$ cat src/rtl/axi_master_pipelined_if.sv
// Request/response and AXI4 signal bundle for axi_master_pipelined.
// The master modport is the bridge's view; slave is the requester-plus-interconnect view.
interface axi_master_pipelined_if #(
  parameter int ADDR_WIDTH = 32,
  parameter int DATA_WIDTH = 32,
  parameter int ID_WIDTH   = 1
);
  localparam int STRB_WIDTH = DATA_WIDTH / 8;

  logic                  req_valid;
  logic                  req_ready;
  logic                  req_we;
  logic [ADDR_WIDTH-1:0] req_addr;
  logic [2:0]            req_size;
  logic [DATA_WIDTH-1:0] req_data;
  logic [STRB_WIDTH-1:0] req_be;

  logic                  rd_valid;
  logic [DATA_WIDTH-1:0] rd_data;
  logic                  rd_err;
  logic                  wr_done;
  logic                  wr_err;
  logic                  idle;

  logic                  m_axi_arvalid;
  logic                  m_axi_arready;
  logic [ADDR_WIDTH-1:0] m_axi_araddr;
  logic [2:0]            m_axi_arsize;
  logic [ID_WIDTH-1:0]   m_axi_arid;
  logic [7:0]            m_axi_arlen;
  logic [1:0]            m_axi_arburst;

  logic                  m_axi_rvalid;
  logic                  m_axi_rready;
  logic [DATA_WIDTH-1:0] m_axi_rdata;
  logic [1:0]            m_axi_rresp;
  logic                  m_axi_rlast;
  logic [ID_WIDTH-1:0]   m_axi_rid;

  logic                  m_axi_awvalid;
  logic                  m_axi_awready;
  logic [ADDR_WIDTH-1:0] m_axi_awaddr;
  logic [2:0]            m_axi_awsize;
  logic [ID_WIDTH-1:0]   m_axi_awid;
  logic [7:0]            m_axi_awlen;
  logic [1:0]            m_axi_awburst;

  logic                  m_axi_wvalid;
  logic                  m_axi_wready;
  logic [DATA_WIDTH-1:0] m_axi_wdata;
  logic [STRB_WIDTH-1:0] m_axi_wstrb;
  logic                  m_axi_wlast;

  logic                  m_axi_bvalid;
  logic                  m_axi_bready;
  logic [1:0]            m_axi_bresp;
  logic [ID_WIDTH-1:0]   m_axi_bid;

  modport master (
    input  req_valid, req_we, req_addr, req_size, req_data, req_be,
    output req_ready, rd_valid, rd_data, rd_err, wr_done, wr_err, idle,
    output m_axi_arvalid, m_axi_araddr, m_axi_arsize, m_axi_arid, m_axi_arlen, m_axi_arburst,
    input  m_axi_arready,
    input  m_axi_rvalid, m_axi_rdata, m_axi_rresp, m_axi_rlast, m_axi_rid,
    output m_axi_rready,
    output m_axi_awvalid, m_axi_awaddr, m_axi_awsize, m_axi_awid, m_axi_awlen, m_axi_awburst,
    input  m_axi_awready,
    output m_axi_wvalid, m_axi_wdata, m_axi_wstrb, m_axi_wlast,
    input  m_axi_wready,
    input  m_axi_bvalid, m_axi_bresp, m_axi_bid,
    output m_axi_bready
  );

  modport slave (
    output req_valid, req_we, req_addr, req_size, req_data, req_be,
    input  req_ready, rd_valid, rd_data, rd_err, wr_done, wr_err, idle,
    input  m_axi_arvalid, m_axi_araddr, m_axi_arsize, m_axi_arid, m_axi_arlen, m_axi_arburst,
    output m_axi_arready,
    output m_axi_rvalid, m_axi_rdata, m_axi_rresp, m_axi_rlast, m_axi_rid,
    input  m_axi_rready,
    input  m_axi_awvalid, m_axi_awaddr, m_axi_awsize, m_axi_awid, m_axi_awlen, m_axi_awburst,
    output m_axi_awready,
    input  m_axi_wvalid, m_axi_wdata, m_axi_wstrb, m_axi_wlast,
    output m_axi_wready,
    output m_axi_bvalid, m_axi_bresp, m_axi_bid,
    input  m_axi_bready
  );
endinterface

$ cat src/rtl/axi_master_pipelined.sv
// Single-beat AXI4 master for a load/store unit: up to MAX_OUTSTANDING reads+writes
// in flight, independent AW/W issue, registered read data and B/R error reporting.
module axi_master_pipelined #(
  parameter int ADDR_WIDTH      = 32,
  parameter int DATA_WIDTH      = 32,
  parameter int ID_WIDTH        = 1,
  parameter int MAX_OUTSTANDING = 4
) (
  input  logic                   clk,
  input  logic                   rst,
  axi_master_pipelined_if.master bus
);
  localparam int STRB_WIDTH = DATA_WIDTH / 8;
  localparam int CNT_W      = $clog2(MAX_OUTSTANDING + 1);
  localparam logic [CNT_W-1:0] MAX_CNT = CNT_W'(MAX_OUTSTANDING);

  logic [CNT_W-1:0]      count_q, count_d;
  logic                  arvalid_q, arvalid_d;
  logic                  awvalid_q, awvalid_d;
  logic                  wvalid_q, wvalid_d;
  logic [ADDR_WIDTH-1:0] araddr_q, araddr_d;
  logic [2:0]            arsize_q, arsize_d;
  logic [ADDR_WIDTH-1:0] awaddr_q, awaddr_d;
  logic [2:0]            awsize_q, awsize_d;
  logic [DATA_WIDTH-1:0] wdata_q, wdata_d;
  logic [STRB_WIDTH-1:0] wstrb_q, wstrb_d;
  logic                  rd_valid_q, rd_err_q, wr_done_q, wr_err_q;
  logic [DATA_WIDTH-1:0] rd_data_q;

  logic ar_free, aw_free, w_free;
  logic r_done, b_done, req_ready, accept;
  int   count_sum;

  assign ar_free = !arvalid_q || bus.m_axi_arready;
  assign aw_free = !awvalid_q || bus.m_axi_awready;
  assign w_free  = !wvalid_q  || bus.m_axi_wready;
  assign r_done  = bus.m_axi_rvalid && bus.m_axi_rlast;
  assign b_done  = bus.m_axi_bvalid;

  // A completion arriving this cycle frees a slot for an accept in the same cycle.
  assign req_ready = ((count_q < MAX_CNT) || r_done || b_done) && ar_free && aw_free && w_free;
  assign accept    = bus.req_valid && req_ready;

  // NOTE: always_comb assigns every output a default first, so no path can infer a latch.
  always_comb begin
    arvalid_d = arvalid_q && !bus.m_axi_arready;
    araddr_d  = araddr_q;
    arsize_d  = arsize_q;
    awvalid_d = awvalid_q && !bus.m_axi_awready;
    awaddr_d  = awaddr_q;
    awsize_d  = awsize_q;
    wvalid_d  = wvalid_q && !bus.m_axi_wready;
    wdata_d   = wdata_q;
    wstrb_d   = wstrb_q;
    if (accept && !bus.req_we) begin
      arvalid_d = 1'b1;
      araddr_d  = bus.req_addr;
      arsize_d  = bus.req_size;
    end
    if (accept && bus.req_we) begin
      awvalid_d = 1'b1;
      awaddr_d  = bus.req_addr;
      awsize_d  = bus.req_size;
      wvalid_d  = 1'b1;
      wdata_d   = bus.req_data;
      wstrb_d   = bus.req_be;
    end
  end

  // Unsolicited completions saturate at zero rather than wrapping.
  always_comb begin
    count_sum = int'(count_q) + int'(accept) - int'(r_done) - int'(b_done);
    if (count_sum < 0) count_sum = 0;
    count_d = CNT_W'(count_sum);
  end

  // NOTE: sequential state uses non-blocking assignments so every register sees pre-edge values.
  always_ff @(posedge clk or negedge rst) begin
    if (!rst) begin
      count_q    <= '0;
      arvalid_q  <= 1'b0;
      awvalid_q  <= 1'b0;
      wvalid_q   <= 1'b0;
      rd_valid_q <= 1'b0;
      rd_err_q   <= 1'b0;
      wr_done_q  <= 1'b0;
      wr_err_q   <= 1'b0;
    end else begin
      count_q    <= count_d;
      arvalid_q  <= arvalid_d;
      awvalid_q  <= awvalid_d;
      wvalid_q   <= wvalid_d;
      rd_valid_q <= bus.m_axi_rvalid;
      rd_err_q   <= bus.m_axi_rvalid && bus.m_axi_rresp[1];
      wr_done_q  <= bus.m_axi_bvalid;
      wr_err_q   <= bus.m_axi_bvalid && bus.m_axi_bresp[1];
    end
  end

  // NOTE: payload and read-data registers are deliberately unreset; they are only
  // observed while their valid is high, so a reset would add fan-out for nothing.
  always_ff @(posedge clk) begin
    araddr_q  <= araddr_d;
    arsize_q  <= arsize_d;
    awaddr_q  <= awaddr_d;
    awsize_q  <= awsize_d;
    wdata_q   <= wdata_d;
    wstrb_q   <= wstrb_d;
    if (bus.m_axi_rvalid) rd_data_q <= bus.m_axi_rdata;
  end

  always_ff @(posedge clk) begin
    if (rst) begin
      assert (count_q <= MAX_CNT);
      assert (!(r_done || b_done) || count_q != '0);
      assert (int'(count_q) + int'(accept) >= int'(r_done) + int'(b_done));
    end
  end

  logic unused_bits;
  assign unused_bits = &{bus.m_axi_rresp[0], bus.m_axi_bresp[0], bus.m_axi_rid, bus.m_axi_bid};

  assign bus.req_ready     = req_ready;
  assign bus.rd_valid      = rd_valid_q;
  assign bus.rd_data       = rd_data_q;
  assign bus.rd_err        = rd_err_q;
  assign bus.wr_done       = wr_done_q;
  assign bus.wr_err        = wr_err_q;
  assign bus.idle          = (count_q == '0) && !arvalid_q && !awvalid_q && !wvalid_q;

  assign bus.m_axi_arvalid = arvalid_q;
  assign bus.m_axi_araddr  = araddr_q;
  assign bus.m_axi_arsize  = arsize_q;
  assign bus.m_axi_arid    = '0;
  assign bus.m_axi_arlen   = 8'd0;
  assign bus.m_axi_arburst = 2'b01;
  assign bus.m_axi_rready  = 1'b1;

  assign bus.m_axi_awvalid = awvalid_q;
  assign bus.m_axi_awaddr  = awaddr_q;
  assign bus.m_axi_awsize  = awsize_q;
  assign bus.m_axi_awid    = '0;
  assign bus.m_axi_awlen   = 8'd0;
  assign bus.m_axi_awburst = 2'b01;

  assign bus.m_axi_wvalid  = wvalid_q;
  assign bus.m_axi_wdata   = wdata_q;
  assign bus.m_axi_wstrb   = wstrb_q;
  assign bus.m_axi_wlast   = wvalid_q;
  assign bus.m_axi_bready  = 1'b1;
endmodule

$ cat src/flat_wrapper.sv
// flat-port wrapper written by rule: the top's interface ports become plain ports
module axi_master_pipelined_flat 
#(
  parameter int ADDR_WIDTH      = 32,
  parameter int DATA_WIDTH      = 32,
  parameter int ID_WIDTH        = 1,
  parameter int MAX_OUTSTANDING = 4
)
  (clk, rst, bus_req_valid, bus_req_we, bus_req_addr, bus_req_size, bus_req_data, bus_req_be, bus_req_ready, bus_rd_valid, bus_rd_data, bus_rd_err, bus_wr_done, bus_wr_err, bus_idle, bus_m_axi_arvalid, bus_m_axi_araddr, bus_m_axi_arsize, bus_m_axi_arid, bus_m_axi_arlen, bus_m_axi_arburst, bus_m_axi_arready, bus_m_axi_rvalid, bus_m_axi_rdata, bus_m_axi_rresp, bus_m_axi_rlast, bus_m_axi_rid, bus_m_axi_rready, bus_m_axi_awvalid, bus_m_axi_awaddr, bus_m_axi_awsize, bus_m_axi_awid, bus_m_axi_awlen, bus_m_axi_awburst, bus_m_axi_awready, bus_m_axi_wvalid, bus_m_axi_wdata, bus_m_axi_wstrb, bus_m_axi_wlast, bus_m_axi_wready, bus_m_axi_bvalid, bus_m_axi_bresp, bus_m_axi_bid, bus_m_axi_bready);
  axi_master_pipelined_if #(.ADDR_WIDTH(ADDR_WIDTH), .DATA_WIDTH(DATA_WIDTH), .ID_WIDTH(ID_WIDTH)) bus_i ();
  input  logic clk;
  input  logic rst;
  input wire logic [$bits(bus_i.req_valid)-1:0] bus_req_valid;
  input wire logic [$bits(bus_i.req_we)-1:0] bus_req_we;
  input wire logic [$bits(bus_i.req_addr)-1:0] bus_req_addr;
  input wire logic [$bits(bus_i.req_size)-1:0] bus_req_size;
  input wire logic [$bits(bus_i.req_data)-1:0] bus_req_data;
  input wire logic [$bits(bus_i.req_be)-1:0] bus_req_be;
  output wire logic [$bits(bus_i.req_ready)-1:0] bus_req_ready;
  output wire logic [$bits(bus_i.rd_valid)-1:0] bus_rd_valid;
  output wire logic [$bits(bus_i.rd_data)-1:0] bus_rd_data;
  output wire logic [$bits(bus_i.rd_err)-1:0] bus_rd_err;
  output wire logic [$bits(bus_i.wr_done)-1:0] bus_wr_done;
  output wire logic [$bits(bus_i.wr_err)-1:0] bus_wr_err;
  output wire logic [$bits(bus_i.idle)-1:0] bus_idle;
  output wire logic [$bits(bus_i.m_axi_arvalid)-1:0] bus_m_axi_arvalid;
  output wire logic [$bits(bus_i.m_axi_araddr)-1:0] bus_m_axi_araddr;
  output wire logic [$bits(bus_i.m_axi_arsize)-1:0] bus_m_axi_arsize;
  output wire logic [$bits(bus_i.m_axi_arid)-1:0] bus_m_axi_arid;
  output wire logic [$bits(bus_i.m_axi_arlen)-1:0] bus_m_axi_arlen;
  output wire logic [$bits(bus_i.m_axi_arburst)-1:0] bus_m_axi_arburst;
  input wire logic [$bits(bus_i.m_axi_arready)-1:0] bus_m_axi_arready;
  input wire logic [$bits(bus_i.m_axi_rvalid)-1:0] bus_m_axi_rvalid;
  input wire logic [$bits(bus_i.m_axi_rdata)-1:0] bus_m_axi_rdata;
  input wire logic [$bits(bus_i.m_axi_rresp)-1:0] bus_m_axi_rresp;
  input wire logic [$bits(bus_i.m_axi_rlast)-1:0] bus_m_axi_rlast;
  input wire logic [$bits(bus_i.m_axi_rid)-1:0] bus_m_axi_rid;
  output wire logic [$bits(bus_i.m_axi_rready)-1:0] bus_m_axi_rready;
  output wire logic [$bits(bus_i.m_axi_awvalid)-1:0] bus_m_axi_awvalid;
  output wire logic [$bits(bus_i.m_axi_awaddr)-1:0] bus_m_axi_awaddr;
  output wire logic [$bits(bus_i.m_axi_awsize)-1:0] bus_m_axi_awsize;
  output wire logic [$bits(bus_i.m_axi_awid)-1:0] bus_m_axi_awid;
  output wire logic [$bits(bus_i.m_axi_awlen)-1:0] bus_m_axi_awlen;
  output wire logic [$bits(bus_i.m_axi_awburst)-1:0] bus_m_axi_awburst;
  input wire logic [$bits(bus_i.m_axi_awready)-1:0] bus_m_axi_awready;
  output wire logic [$bits(bus_i.m_axi_wvalid)-1:0] bus_m_axi_wvalid;
  output wire logic [$bits(bus_i.m_axi_wdata)-1:0] bus_m_axi_wdata;
  output wire logic [$bits(bus_i.m_axi_wstrb)-1:0] bus_m_axi_wstrb;
  output wire logic [$bits(bus_i.m_axi_wlast)-1:0] bus_m_axi_wlast;
  input wire logic [$bits(bus_i.m_axi_wready)-1:0] bus_m_axi_wready;
  input wire logic [$bits(bus_i.m_axi_bvalid)-1:0] bus_m_axi_bvalid;
  input wire logic [$bits(bus_i.m_axi_bresp)-1:0] bus_m_axi_bresp;
  input wire logic [$bits(bus_i.m_axi_bid)-1:0] bus_m_axi_bid;
  output wire logic [$bits(bus_i.m_axi_bready)-1:0] bus_m_axi_bready;
  assign bus_i.req_valid = bus_req_valid;
  assign bus_i.req_we = bus_req_we;
  assign bus_i.req_addr = bus_req_addr;
  assign bus_i.req_size = bus_req_size;
  assign bus_i.req_data = bus_req_data;
  assign bus_i.req_be = bus_req_be;
  assign bus_req_ready = bus_i.req_ready;
  assign bus_rd_valid = bus_i.rd_valid;
  assign bus_rd_data = bus_i.rd_data;
  assign bus_rd_err = bus_i.rd_err;
  assign bus_wr_done = bus_i.wr_done;
  assign bus_wr_err = bus_i.wr_err;
  assign bus_idle = bus_i.idle;
  assign bus_m_axi_arvalid = bus_i.m_axi_arvalid;
  assign bus_m_axi_araddr = bus_i.m_axi_araddr;
  assign bus_m_axi_arsize = bus_i.m_axi_arsize;
  assign bus_m_axi_arid = bus_i.m_axi_arid;
  assign bus_m_axi_arlen = bus_i.m_axi_arlen;
  assign bus_m_axi_arburst = bus_i.m_axi_arburst;
  assign bus_i.m_axi_arready = bus_m_axi_arready;
  assign bus_i.m_axi_rvalid = bus_m_axi_rvalid;
  assign bus_i.m_axi_rdata = bus_m_axi_rdata;
  assign bus_i.m_axi_rresp = bus_m_axi_rresp;
  assign bus_i.m_axi_rlast = bus_m_axi_rlast;
  assign bus_i.m_axi_rid = bus_m_axi_rid;
  assign bus_m_axi_rready = bus_i.m_axi_rready;
  assign bus_m_axi_awvalid = bus_i.m_axi_awvalid;
  assign bus_m_axi_awaddr = bus_i.m_axi_awaddr;
  assign bus_m_axi_awsize = bus_i.m_axi_awsize;
  assign bus_m_axi_awid = bus_i.m_axi_awid;
  assign bus_m_axi_awlen = bus_i.m_axi_awlen;
  assign bus_m_axi_awburst = bus_i.m_axi_awburst;
  assign bus_i.m_axi_awready = bus_m_axi_awready;
  assign bus_m_axi_wvalid = bus_i.m_axi_wvalid;
  assign bus_m_axi_wdata = bus_i.m_axi_wdata;
  assign bus_m_axi_wstrb = bus_i.m_axi_wstrb;
  assign bus_m_axi_wlast = bus_i.m_axi_wlast;
  assign bus_i.m_axi_wready = bus_m_axi_wready;
  assign bus_i.m_axi_bvalid = bus_m_axi_bvalid;
  assign bus_i.m_axi_bresp = bus_m_axi_bresp;
  assign bus_i.m_axi_bid = bus_m_axi_bid;
  assign bus_m_axi_bready = bus_i.m_axi_bready;
  axi_master_pipelined #(.ADDR_WIDTH(ADDR_WIDTH), .DATA_WIDTH(DATA_WIDTH), .ID_WIDTH(ID_WIDTH), .MAX_OUTSTANDING(MAX_OUTSTANDING)) u_core (.clk(clk), .rst(rst), .bus(bus_i));
endmodule
$ cat config.mk
export PLATFORM = sky130hd
export DESIGN_NAME = axi_master_pipelined_flat
export DESIGN_NICKNAME = d
export VERILOG_FILES = /design/src/rtl/axi_master_pipelined_if.sv /design/src/rtl/axi_master_pipelined.sv /design/src/flat_wrapper.sv
export SDC_FILE = /design/constraint.sdc
export NUM_CORES = 1
export LEC_CHECK = 0
export ABC_AREA = 1
export BUFFER_PORTS_ARGS = -buffer_cell sky130_fd_sc_hd__buf_2
export CAP_MARGIN = 20
export CORE_AREA = 2 2 114 116
export CTS_BUF_LIST = sky130_fd_sc_hd__clkbuf_4
export CTS_CLUSTER_SIZE = 24
export DETAILED_ROUTE_END_ITERATION = 8
export DIE_AREA = 0 0 116 118
export PLACE_DENSITY = 0.79
export REMOVE_ABC_BUFFERS = 1
export SLEW_MARGIN = 20
export SYNTH_ARGS = -nofsm -noshare
export SYNTH_HDL_FRONTEND = slang
export SYNTH_SLANG_ARGS = --single-unit
$ cat constraint.sdc
create_clock -name clk -period 3.1 [get_ports clk]
set_clock_uncertainty 0.15 [all_clocks]
set_input_delay 0.31 -clock clk [delete_from_list [all_inputs] [get_ports clk]]
set_output_delay 0.31 -clock clk [all_outputs]
set_load 0.03 [all_outputs]
==> impl_metrics.toml <==
[run_status]
status = "finished, final reports clean"

[finish]
utilization_pct = 63.1
most-common-layout-cells = "buf_2 (262), edfxtp_1 (138), dlygate4sd3_1 (114), conb_1 (24), inv_1 (19)"
drive_gt1_share_pct = 47.0
stdcell_count = 813
fin_nets = 750
final_common_cell = "buf_2"
syn_to_final_growth_pct = 60.8

[drt]
wl_mm = 13.7
drtAntennaViolNets = 0
drc = 0
num_vias = 3523
drtIter0Drc = 193
vias_per_cell = 4.33
drt-wirelength-per-cell_um = 16.8
dr.pass1.iters = 6

[clock_tree]
cts_htree_levels = 4
cts.clk_slew.worst_paths_ns = 0.12
insertion_delay_ns = 0.53
cts_root_buf = "clkbuf_4"
numCtsBuffers = 17
cts_sinks = 148
clockBufferDepth = 2
cts_tree = "done"

[worst_setup_path]
startpoint_type = "register"
critPathKind = "register to register"
cp.arrival_ns = 2.57
cp_cell_sequence = "inv_1 -> nor2_1 -> nand2_1 -> nand3_1 -> inv_1 -> ha_1 -> inv_1 -> fa_1 -> ha_1 -> inv_1 -> nand2_1 -> nand2_1 -> nor2_1"
cpPeakStageDelay_ns = 0.43
slowest_stage = "dfrtp_1"
path_buf_inv = 4
crit_family = "adder cells"
cp.required_ns = 3.38
cpMostUsedCell = "inv_1"
cp_max_fo = 4
critPathCaptureType = "register"

[power]
p_sw_share_pct = 29.0
clockPowerShare_pct = 28.9
switchingPower_uw = 1410
p_comb_share_pct = 20.7
leakagePower_uw = 0.00345
internal_power_uw = 3460
power_density_nw_per_um2 = 621
max-vdd-ir-drop_v = 0.000442
power_frac_seq_pct = 50.3

[global_route]
grt.met2_usage_pct = 38.0
grt_use_total_pct = 20.1
grt_max_degree = 49
grt_pass1_vias = 3882
grt.busiest_layer = "met2"
antenna_found_initial = 2
overflow = 0
grtUsageMet3_pct = 6.80
gr-usage-met1_pct = 19.4
grt_pass1_wl_mm = 20.2

[place]
dp_hpwl_mm = 8.16
numPortBuffers = 262
dp_cells = 666
gp_congestion = 0.795

[floorplanning]
die-area_sq_um = 13700
fp.dieH_um = 118
die_w_um = 116
start_util_pct = 39.3
num_rows = 41
core_sq_um = 12400
io_pins = 291

[yosys]
ys_ff_latch = 148
synthCells = 231
yosysWarnings = 0
synthDistinctLibCells = 15
postSynthAreaPerCell_sq_um = 21.1
syn_area_sq_um = 4870
yosysSeqAreaShare_pct = 90.2

[hold_path]
hp-class = "input port to register"

[flow_run]
cap_violations = 0

[timing]
rsz0062_at_grt = "no"
tightest_slew_ns = 0.543
setup_viol = 0
tns_ns = 0
finalMaxSlewViolations = 0
min_period_over_period_pct = 73.8
slew_headroom_pct = 63.7
hold_viol = 0
period_needed_ns = 2.29
fmaxAchievable_mhz = 437
Yosys cell counts (all sizes together):
| cell type | count | area, sq um |
|---|---|---|
| dfrtp | 10 | 250 |
| conb | 2 | 7.51 |
| and2 | 1 | 7.51 |
| nor2 | 6 | 25.0 |
| ha | 3 | 37.5 |
| edfxtp | 138 | 4140 |
| fa | 1 | 20.0 |
| inv | 20 | 75.1 |
| nand3 | 2 | 10.0 |
| xnor2 | 1 | 16.3 |
| nor4 | 1 | 6.26 |
| buf | 25 | 188 |
| nand2 | 18 | 67.6 |
| nand4 | 3 | 18.8 |
through the flow:
step / hold WS [ns] / area (sq um) / total power [uW] / setup slack (ns)
floorplan: -0.136 / 4770 / 3050 / 0.0450
global placement: 0.0298 / 6350 / 3330 / 0.941
detailed placement: 0.0316 / 6350 / 3370 / 0.878
CTS: 0.0180 / 7840 / 4880 / 0.865
global route: 0.0452 / 7840 / 5060 / 0.720
finish: 0.0770 / 7840 / 4870 / 0.813
area by class of cell:
class,count,area (sq um)
flip-flops and latches,148,4390
repair buffers,380,2510
well taps,172,215
clock buffers,18,135
multi-input cells,60,299
fillers,888,4580
clock inverters,14,210
diodes,1,2.50
inverters,20,75.1
layer usage:
metal	wire length, um	part of all wire, %	up-vias
li1	-	-	1586
met1	4640	34	1688
met2	7490	55	226
met3	1290	9.4	21
met4	250	1.8	2
met5	13	0.095	-
path summary, 6_finish.rpt:
path	from	end	slack (ns)	depth (start not counted)
setup / recovery	u_core.count_q[2]$_DFF_PN0_	u_core.count_q[2]$_DFF_PN0_	0.81	13
hold / removal	bus_m_axi_rvalid	u_core.bus.rd_valid$_DFF_PN0_	0.08	2
setup reg to reg	u_core.count_q[2]$_DFF_PN0_	u_core.count_q[2]$_DFF_PN0_	0.81	13
hold reg to reg	u_core.count_q[1]$_DFF_PN0_	u_core.count_q[2]$_DFF_PN0_	0.59	4
max in group asynchronous	rst	u_core.count_q[1]$_DFF_PN0_	1.80	3
min in group asynchronous	rst	u_core.bus.rd_err$_DFF_PN0_	0.69	3
power by group through the flow:
stage / Combinational [uW] / Clock, uW / Sequential (uW)
after global routing: 1090 / 1510 / 2470
after detailed placement: 874 / 0 / 2490
after global placement: 845 / 0 / 2490
after floorplan: 260 / 0 / 2790
after CTS: 995 / 1440 / 2450
final: 1010 / 1410 / 2450
registers in the layout (all words and copies together) (netlist names):
name	cells
u_core.bus.rd_data	32
u_core.bus.m_axi_wlast	1
u_core.bus.m_axi_awaddr	32
u_core.bus.m_axi_awsize	3
u_core.bus.m_axi_arvalid	1
u_core.bus.m_axi_arsize	3
u_core.bus.m_axi_awvalid	1
u_core.count_q	3
u_core.bus.m_axi_wstrb	4
u_core.bus.m_axi_wdata	32
u_core.bus.m_axi_araddr	32
u_core.bus.wr_done	1
u_core.bus.rd_valid	1
u_core.bus.rd_err	1
u_core.bus.wr_err	1
logic make-up (layout without fill, tap and decap cells):
| logic type | count (synthesis) | count (layout) | synth area share, % |
|---|---|---|---|
| AND/OR/NAND/NOR | 31 | 31 | 2.77 |
| buffers and inverters | 45 | 432 | 5.39 |
| other | 2 | 25 | 0.154 |
| flip-flops | 148 | 148 | 90.2 |
| XOR/XNOR | 1 | 1 | 0.334 |
| adder cells (fa/ha/maj) | 4 | 4 | 1.18 |
repair_timing:
action | 4_1_cts | 5_1_grt
setup buffers | 0 | 0
endpoints found under the hold margin | 154 | 0
hold buffers | 114 | 0
gates resized for setup | 0 | 0
Power figures use the tool's default switching activity.
